$ cat config.mk
export PLATFORM = sky130hd
export DESIGN_NAME = midi_cmd_encoder
export DESIGN_NICKNAME = d
export VERILOG_FILES = /design/src/rtl/midi_cmd_encoder.sv
export SDC_FILE = /design/constraint.sdc
export NUM_CORES = 1
export LEC_CHECK = 0
export ABC_AREA = 1
export BUFFER_PORTS_ARGS = -buffer_cell sky130_fd_sc_hd__buf_4
export CAP_MARGIN = 10
export CORE_ASPECT_RATIO = 1.5
export CORE_MARGIN = 8
export CORE_UTILIZATION = 53
export DETAILED_ROUTE_END_ITERATION = 12
export PLACE_DENSITY = 0.75
export RECOVER_POWER = 25
export SETUP_SLACK_MARGIN = 0.4
export SYNTH_ARGS = -nofsm -noshare
export SYNTH_HDL_FRONTEND = slang
export SYNTH_SLANG_ARGS = --single-unit
$ cat constraint.sdc
create_clock -name clk -period 2.01 [get_ports clk]
set_input_delay 0.201 -clock clk [delete_from_list [all_inputs] [get_ports clk]]
set_output_delay 0.201 -clock clk [all_outputs]
set_load 0.02 [all_outputs]
$ cat src/rtl/midi_cmd_encoder.sv
// MIDI byte-stream parser producing 16-bit note start/stop command words
// {cmd, note[6:0], vel[7:0]} through a small valid/ready output FIFO.
module midi_cmd_encoder #(
  parameter bit          CHAN_FILTER_EN = 1'b0,
  parameter logic [3:0]  CHANNEL        = 4'd0,
  parameter int unsigned FIFO_DEPTH     = 4
) (
  input  logic                        clk,
  input  logic                        reset,
  input  logic [7:0]                  i_byte,
  input  logic                        i_byte_valid,
  output logic [15:0]                 o_data,
  output logic                        o_valid,
  input  logic                        i_ready,
  output logic                        o_overflow,
  output logic [$clog2(FIFO_DEPTH):0] o_count
);

  localparam int unsigned AW = $clog2(FIFO_DEPTH);
  localparam logic [AW:0] FULL_COUNT = (AW+1)'(FIFO_DEPTH);

  typedef enum logic [1:0] {IDLE, WAIT_D1, WAIT_D2} state_t;

  state_t      state, state_next;
  logic [7:0]  status, status_next;
  logic [6:0]  note, note_next;
  logic        push;
  logic [15:0] push_word;
  logic [7:0]  vel;
  logic        is_syscommon, is_chan_status, is_data;
  logic        chan_ok, note_msg, one_byte_msg;

  // Realtime bytes (0xF8-0xFF) match none of these classes and fall through untouched.
  assign is_syscommon   = i_byte[7:3] == 5'b11110;
  assign is_chan_status = i_byte[7] && (i_byte[7:4] != 4'hF);
  assign is_data        = !i_byte[7];
  assign chan_ok        = !CHAN_FILTER_EN || (status[3:0] == CHANNEL);
  assign note_msg       = status[7:5] == 3'b100;
  assign one_byte_msg   = status[7:5] == 3'b110;
  assign vel            = {1'b0, i_byte[6:0]};

  always_ff @(posedge clk or posedge reset) begin
    if (reset) begin
      state  <= IDLE;
      status <= '0;
      note   <= '0;
    end else begin
      state  <= state_next;
      status <= status_next;
      note   <= note_next;
    end
  end

  always_comb begin
    state_next  = state;
    status_next = status;
    note_next   = note;
    push        = 1'b0;
    push_word   = '0;
    if (i_byte_valid) begin
      if (is_chan_status) begin
        status_next = i_byte;
        state_next  = WAIT_D1;
      end else if (is_syscommon) begin
        status_next = '0;
        state_next  = IDLE;
      end else if (is_data) begin
        case (state)
          WAIT_D1: begin
            note_next = i_byte[6:0];
            if (!one_byte_msg) state_next = WAIT_D2;
          end
          WAIT_D2: begin
            state_next = WAIT_D1;
            push       = note_msg && chan_ok;
            // Note-on with zero velocity and note-off both encode as stop.
            push_word  = {status[4] && (vel != '0), note, vel};
          end
          default: ;
        endcase
      end
    end
  end

  logic [15:0]   mem [FIFO_DEPTH];
  logic [AW-1:0] wr_ptr, rd_ptr;
  logic [AW:0]   count;
  logic          pop, full, accept;

  assign pop    = o_valid && i_ready;
  assign full   = count == FULL_COUNT;
  // A pop on the same edge frees the slot, so a full FIFO still accepts.
  assign accept = push && (!full || pop);

  always_ff @(posedge clk) begin
    if (accept) mem[wr_ptr] <= push_word;
  end

  always_ff @(posedge clk or posedge reset) begin
    if (reset) begin
      wr_ptr     <= '0;
      rd_ptr     <= '0;
      count      <= '0;
      o_overflow <= 1'b0;
    end else begin
      if (accept) wr_ptr <= wr_ptr + 1'b1;
      if (pop)    rd_ptr <= rd_ptr + 1'b1;
      case ({accept, pop})
        2'b10:   count <= count + 1'b1;
        2'b01:   count <= count - 1'b1;
        default: count <= count;
      endcase
      if (push && !accept) o_overflow <= 1'b1;
    end
  end

  assign o_valid = count != '0;
  assign o_data  = o_valid ? mem[rd_ptr] : '0;
  assign o_count = count;

endmodule

## Word-level counts from Yosys, hierarchy flattened

Memories as Yosys holds them, arrays and structs flattened.
Index checks and enable logic that the tools add are counted.

- Memories kept: 1
- Memory bits (writable): 64
- Register bits after elaboration: 25
- Output and inout port bits: 21
- Logic and storage cells: 63

Memories:

| name | depth | bits a word | rd ports | clocked after memory_dff | wr ports | RTL line | source |
|---|---|---|---|---|---|---|---|
| mem | 4 | 16 | 1 | 0 | 1 | 85 | `logic [15:0] mem [FIFO_DEPTH];` |

- Add/sub/neg operators: 4
- Reductions and logical operators: 16
- Muxes and demuxes: 21
- Bitwise operators: 3
- Equal/unequal tests: 11

Operators by type and width:

| operator | number |
|---|---|
| two-way mux 16 bit | 6 |
| two-way mux 8 bit | 2 |
| equality test 3 bit (second input constant) | 3 |
| two-way mux 2 bit | 4 |
| inequality test 4 bit (second input constant) | 2 |
| nonzero test 8 bit | 1 |
| two-way mux 1 bit | 7 |
| one-hot mux 3 bit (2 select lines) | 1 |
| equality test 5 bit (second input constant) | 1 |
| logical AND 1 bit | 5 |
| AND reduction 5 bit | 1 |
| adder 2 x 1 -> 2 bit (second input constant) | 2 |
| equality test 2 x 1 -> 1 bit (second input constant) | 2 |
| equality test 2 bit (second input constant) | 2 |
| one-hot mux 2 bit (2 select lines) | 1 |
| AND reduction 4 bit | 1 |
| nonzero test 2 bit | 2 |
| nonzero test 4 bit | 1 |
| adder 3 x 1 -> 3 bit (second input constant) | 1 |
| inequality test 3 x 1 -> 1 bit (second input constant) | 1 |
| NOT 1 bit | 3 |
| nonzero test 3 bit | 1 |
| subtractor 3 x 1 -> 3 bit (second input constant) | 1 |
| logical NOT 1 bit | 2 |
| 2 further kinds | 2 |

## Depth between registers and ports, before layout

Gate-level depths: netlist of run 1.

- Depth after elaboration: 9
- Depth in mapped cells: 11
- Depth with buffers taken out: 11

## Worst setup path after synthesis of run 1

OpenSTA, ideal clock, no wires.

- Path kind: reg-to-reg
- From: register count[0] (netlist: o_count[0])
- To: register count[2] (netlist: o_count[2])
- Library setup time: 0.131 ns
- Slack: -0.036 ns
- Required time: 1.879 ns
- Stages on the path, launching flop included: 11
- Path buffers: 0
- Period minus slack after synthesis: 2.046 ns
- Arrival: 1.915 ns
- Cell sequence: dfrtp_1 -> nor2_1 -> nand2_1 -> inv_2 -> nor2_4 -> ha_1 -> inv_1 -> fa_1 -> a21oi_1 -> o21ai_0 -> xor2_1

- Word-level cells in the longest chain between the ends: 6

Ends and longest elaborated chain:

| element | RTL line | source |
|---|---|---|
| start: declaration | 87 | `logic [AW:0] count;` |
| start signal: assignment | 109 | `2'b10: count <= count + 1'b1;` |
| start signal: assignment | 110 | `2'b01: count <= count - 1'b1;` |
| start signal: assignment | 111 | `default: count <= count;` |
| nonzero test 3 bit (*) | 117 | `assign o_valid = count != '0;` |
| net o_valid | 13 | `output logic o_valid,` |
| logical AND 1 bit (*) | 90 | `assign pop = o_valid && i_ready;` |
| net pop | 88 | `logic pop, full, accept;` |
| logical OR 1 bit | 93 | `assign accept = push && (!full \|\| pop);` |
| logical AND 1 bit | 93 |  |
| equality test 2 x 1 -> 1 bit or equality test 2 bit (tied branches) | 108 | `case ({accept, pop})` |
| one-hot mux 3 bit (2 select lines) or nonzero test 2 bit (tied branches) | -- |  |

The timed path passes the listed nets; every way through them passes the cells marked *.
A chain may end at the register's enable or synchronous reset.

## Worst setup path in the final report of run 1

- From: register state[1]
- To: register count[2] (netlist: o_count[2])

- Word-level cells in the longest chain between the ends: 9

Ends and longest elaborated chain:

| element | RTL line | source |
|---|---|---|
| start: declaration | 24 | `state_t state, state_next;` |
| start signal: assignment | 48 | `state <= state_next;` |
| equality test 2 bit (*) | 68 | `case (state)` |
| two-way mux 1 bit (*) | 68 |  |
| two-way mux 1 bit (*) | 67 | `end else if (is_data) begin` |
| two-way mux 1 bit (*) | 64 | `end else if (is_syscommon) begin` |
| two-way mux 1 bit (*) | 61 | `if (is_chan_status) begin` |
| two-way mux 1 bit (*) | 60 | `if (i_byte_valid) begin` |
| logical AND 1 bit (*) | 93 |  |
| equality test 2 x 1 -> 1 bit or equality test 2 bit (tied branches) | 108 |  |
| one-hot mux 3 bit (2 select lines) or nonzero test 2 bit (tied branches) | -- |  |

Every way passes the cells marked *; elsewhere a longest branch is shown, timed or not.

==> flow_summary.toml, run 1 <==
[route]
routed_via_density = 5.400
vias = 2630
wl_um = 8157
first_pass_iters = 4
drc = 0
drt-initial-drc-count = 203
drt-wirelength-per-cell_um = 16.75
ant_nets = 0

[critical_path]
cp_max_fo = 2
cp-start-kind = "flip-flop"
critPathRequiredTime_ns = 2.25
crit_end = "o_count[2]"
cp-end-kind = "flip-flop"
rr_startpoint = "state[1]"
rrSetupSlack_ns = 0.16
setup.worst_path.start = "state[1]"
critPathKind = "reg -> reg"
critical_path_arrival_ns = 2.08
r2r-end = "o_count[2]"
r2r_cells = 10

[clock_tree]
root_buffer = "clkbuf_8"
clk_latency_ns = 0.36
htreeDepth = 3
tritoncts = "yes"
clock_sinks = 81
cts_buffers = 9
clkSlewWorstSetupHoldPaths_ns = 0.08
cts.path.max_buffers = 2

[timing]
rsz0062_at_grt = "yes"
slew_violations = 0
fin_skew_ns = 0.01212
period_share_pct = 91.96
min_period_ns = 1.848
fmax_mhz = 541.0
hold_viol_final = 0
tns_ns = 0
worst_pin_slew_ns = 1.190
relSlewSlack_pct = 20.66
setup_violations = 0

[synthesis]
ys_types = 28
synth_seq_cells = 81
syn_area_um2 = 3576
synth_most_common_cell = "nor2_1"
synth_flop_cell = "edfxtp_1"
synth_common_cells = "84 x nor2_1, 60 x edfxtp_1, 41 x o21ai_0"
synth_area_leader_cell = "edfxtp_1"
synth_async_sr_flop_share_pct = 25.93
synth.net_count = 359
seq_area_frac_synth_pct = 65.08
ys_warn_count = 0
ys_top_cells_by_area = "edfxtp_1 50%, dfrtp_1 15%, nor2_1 8.8%"
synth_edf_count = 60
avgSynthCellArea_um2 = 10.55
yosys.area.top_type_share_pct = 50.38
syn_inst = 339

[placed_design]
placement.io_buffers = 31
hpwl_um = 4811
place_area_um2 = 4006
gp_congestion = 0.7917

[layout]
multi_input_area_um2 = 1086
final_nets = 426
design_area_um2 = 4573
regArea_um2 = 2332
area_growth_pct = 27.89
final_layout_size_suffix_gt1_share_pct = 26.28
diodes = 0
fillers = 433

[global_routing]
grt_max_degree = 22
grt_usage_pct = 16.24
grt_overflow = 0
grt_pass1_wl_um = 12250
first_global_vias = 2620
antenna_found_initial = 0

[pwr]
pwr-share-comb_pct = 45.2
power.share.clock_pct = 18.6
p_sw_mw = 2.339
seqPwrFrac_pct = 36.2
p_per_area_nw_per_um2 = 1317
sw_frac_of_total_pct = 38.85
power.leakage_nw = 1.886
p_int_mw = 3.681
irDropWorstVdd_uv = 873.4

[die]
fp.dieH_um = 116.6
ios = 33
fp.dieW_um = 83.07
start_util_pct = 54.75
dieArea_um2 = 9685
core-area_um2 = 6531
rows = 36

[min_path]
hp-class = "in -> reg"
hold-path-cell-count = 3

[run]
drv_cap = 0

[outcome]
status = "finished, final reports clean"
-- area by class of cell --
| cell class | count | share of cell area (%) |
|---|---|---|
| sequential | 81 | 51.00 |
| multi-input combinational | 207 | 23.75 |
| timing repair buffer | 70 | 15.98 |
| inverter | 37 | 3.146 |
| clock buffer | 9 | 2.709 |
| tap | 76 | 2.079 |
| clock inverter | 7 | 1.341 |
-- cells in the final DEF, fill, tap and decap left out, types with 2 or more instances in the layout --
master     n
nor2_1    78
edfxtp_1  60
buf_4     37
o21ai_0   35
inv_1     32
nand2_1   30
dfrtp_1   17
a21oi_1   14
nand3_1    9
clkbuf_8   9
o21ai_1    8
buf_6      8
buf_12     7
nor2_4     6
ha_1       5
clkbuf_4   5
xor2_1     4
clkinv_2   4
buf_16     4
dfrtp_2    4
clkbuf_1   4
inv_2      3
nor2_2     3
a21oi_2    3
buf_8      3
nand2_2    2
inv_4      2
ha_4       2
-- stage by stage --
stage | setup WS (ns) | hold slack [ns] | total power [mW] | utilization, % | instances
after detailed placement | 0.2170 | 0.2568 | 4.570 | 61.34 | 445
after floorplan | 0.1829 | 0.1773 | 3.768 | - | 339
after global routing | 0.04756 | 0.1644 | 6.356 | 70.02 | 487
after global placement | 0.2433 | 0.2565 | 4.499 | 61.34 | 445
after CTS | 0.2456 | 0.1663 | 5.855 | 68.66 | 479
final | 0.1617 | 0.1756 | 6.021 | 70.02 | 487
-- power groups by stage --
stage               combinational, mW  sequential [mW]  clock (mW)
floorplan                        1.61             2.16           0
finish                           2.72             2.18        1.12
CTS                              2.58             2.16        1.12
global route                     2.96             2.20        1.20
detailed placement               2.37             2.20           0
global placement                 2.32             2.18           0
-- sequential cells by signal (all words and copies together) (netlist names) --
register,count
mem,60
note,7
status,4
o_count,3
rd_ptr,2
state,2
wr_ptr,2
o_overflow,1
-- routing by layer --
| layer | global-route usage (%) | wire (um) |
|---|---|---|
| met2 | 30.33 | 4472 |
| met3 | 4.606 | 379 |
| met4 | 10.47 | 242 |
| met5 | 0 | 0 |
| met1 | 15.18 | 3063 |
-- worst min path at each step --
stage,start,end
2_1_floorplan,reset,note[0]
6_report,i_byte[3],note[3]
3_3_place_gp,reset,o_overflow
5_1_grt,i_byte[3],note[3]
3_5_place_dp,reset,o_overflow
4_1_cts,i_byte[3],note[3]
-- what timing repair did --
action                     4_1_cts  5_1_grt
gates resized for setup         21       20
pin swaps                        8       14
setup endpoints to repair       77       77
hold endpoints to repair        21        0
buffers inserted                13        8
hold buffers                     1        0
gates cloned                     4        0
-- critical path: stages (launching register included) --
cell and delay (ns):
dfrtp_1 0.43, ha_4 0.17, nand3_1 0.10, nor2_1 0.08, nand2_4 0.09, ha_4 0.13
inv_4 0.03, fa_2 0.34, a21oi_2 0.12, o21ai_1 0.09, xor2_1 0.14
-- cells by family (layout without fill, tap and decap cells) --
| kind of cell | count (synthesis) | in the layout | synth area share, % |
|---|---|---|---|
| buffers and inverters | 51 | 123 | 6.298 |
| xor gates and xnor gates | 5 | 5 | 1.225 |
| AOI/OAI and AO/OA | 62 | 62 | 8.923 |
| adders and majority gates | 8 | 8 | 3.009 |
| DFF | 81 | 81 | 65.08 |
| and+or+nand+nor | 131 | 131 | 15.36 |
| other | 1 | 1 | 0.1049 |
Note: power is estimated with default switching activity, not from simulation.
==> inputs of run 2 (changes only) <==
- CORE_MARGIN: 8 -> 5
- SLEW_MARGIN: default -> 30
==> run 2 against run 1 <==
- design area rose by 1.0%
- first-iteration DRC count rose by 29%
- sequential power barely moved
- largest power group unchanged
- combinational power rose by 14%
==> flow_summary.toml, run 2 (synthesis gave the netlist of run 1 again) <==
[pwr]
sw_frac_of_total_pct = 38.45
seqPwrFrac_pct = 33.6
irDropWorstVdd_uv = 808.5
power_mw = 6.403
pwr-share-comb_pct = 48.5
p_int_mw = 3.941
p_per_area_nw_per_um2 = 1386
p_sw_mw = 2.462
power.leakage_nw = 1.904
power.share.clock_pct = 17.9

[route]
drt-wirelength-per-cell_um = 16.88
routed_via_density = 5.416
first_pass_iters = 5
wl_um = 8239
ant_nets = 0
drt-initial-drc-count = 262
vias = 2643
drc = 0

[global_routing]
grt_usage_pct = 17.92
grt_overflow = 0
grt_pass1_wl_um = 12000
antenna_found_initial = 0
first_global_vias = 2490
grt_max_degree = 23

[min_path]
hold_end = "note[1]"
hold_path.startpoint = "i_byte[1]"
hold-path-cell-count = 3
hp-class = "in -> reg"

[placed_design]
hpwl_um = 4591
place_area_um2 = 3999
placement.io_buffers = 31
dp_cells = 444
gp_congestion = 0.9216
post-place-ws_ns = 0.2107

[die]
core-area_um2 = 6531
ios = 33
start_util_pct = 54.75
fp.dieH_um = 110.6
dieArea_um2 = 8523
rows = 36
fp.dieW_um = 77.07

[layout]
fillers = 435
final_layout_size_suffix_gt1_share_pct = 28.88
multi_input_area_um2 = 1115
reg_top3 = "mem x60, note x7, status x4"
registers.top_by_ff_count = "mem"
regArea_um2 = 2330
final_common_cell = "nor2_1"
fin_util_pct = 70.73
design_area_um2 = 4619
instances_no_fill = 488
largest_reg_flops = 60
final_nets = 427
area_growth_pct = 29.18
diodes = 0
layout_common_cells = "68 x nor2_1, 60 x edfxtp_1, 42 x buf_4, 31 x inv_1, 30 x nand2_1"

[critical_path]
r2r-end = "o_count[2]"
critPathKind = "reg -> out"
rr_startpoint = "state[1]"
cp_max_fo = 6
r2r_cells = 10
critical_path_arrival_ns = 1.71
cp-start-kind = "flip-flop"
cp-end-kind = "output port"
critPathRequiredTime_ns = 1.81
rrSetupSlack_ns = 0.12

[clock_tree]
clkSlewWorstSetupHoldPaths_ns = 0.08
tritoncts = "yes"
clk_latency_ns = 0.34
clock_sinks = 81
cts_buffers = 9
htreeDepth = 3
cts.path.max_buffers = 2
root_buffer = "clkbuf_8"

[timing]
tns_ns = 0
relSlewSlack_pct = 24.00
fin_skew_ns = 0.01022
slew_violations = 0
hold_viol_final = 0
hold_slack_ns = 0.1804
timing.final.ws_setup_ns = 0.09774
min_period_ns = 1.912
setup_violations = 0
fmax_mhz = 522.9
worst_pin_slew_ns = 1.140
period_share_pct = 95.14
rsz0062_at_grt = "yes"

[run]
drv_cap = 0

[outcome]
status = "finished, final reports clean"
[run 2: cell count changes in the layout (fill, tap and decap cells not counted), sizes merged]
| cell | delta |
|---|---|
| inv | +2 |
| clkinv | -2 |
| buf | +1 |
[run 2: layer usage]
| layer | vias up | global-route usage (%) | share of wire [%] |
|---|---|---|---|
| li1 | 1249 | - | - |
| met1 | 1282 | 20.97 | 37 |
| met2 | 92 | 31.54 | 55 |
| met3 | 20 | 3.827 | 4.9 |
| met4 | 0 | 7.110 | 2.2 |
| met5 | - | 0 | 0 |
[run 2: worst max path at each step]
| stage | cells after the start | to | start |
|---|---|---|---|
| 2_1_floorplan | 11 | o_count[2] | state[0] |
| 3_3_place_gp | 11 | o_count[2] | state[0] |
| 3_5_place_dp | 11 | o_count[2] | state[0] |
| 4_1_cts | 6 | o_data[6] | rd_ptr[0] |
| 5_1_grt | 7 | o_data[3] | rd_ptr[0] |
| 6_report | 7 | o_data[3] | rd_ptr[0] |
[run 2: worst max-delay path, cell delays in order (launching register included)]
cell and delay, ns:
dfrtp_2 0.46, buf_4 0.15, clkbuf_16 0.13, nor2_2 0.04, nor2_1 0.11, o21ai_1 0.11, a21oi_1 0.19, buf_4 0.17
[run 2: power groups by stage]
stage | sequential, mW | combinational [mW] | clock (mW)
3_3_place_gp | 2.14 | 2.34 | 0
4_1_cts | 2.15 | 2.60 | 1.15
6_report | 2.15 | 3.11 | 1.14
2_1_floorplan | 2.16 | 1.61 | 0
3_5_place_dp | 2.15 | 2.40 | 0
5_1_grt | 2.18 | 3.37 | 1.24
[run 2: what timing repair did]
action	in CTS	in global routing
pin swaps	4	17
gates resized for setup	21	44
hold buffers	1	0
endpoints found under the hold margin	21	0
endpoints found under the setup margin	77	77
gates cloned	2	4
setup buffers	8	13
[run 2: cell type report]
type / count / area share, %
clock inverter: 7 / 1.463
timing repair buffer: 71 / 16.01
clock buffer: 9 / 2.681
inverter: 37 / 3.223
multi-input combinational: 207 / 24.13
sequential: 81 / 50.43
tap: 76 / 2.059
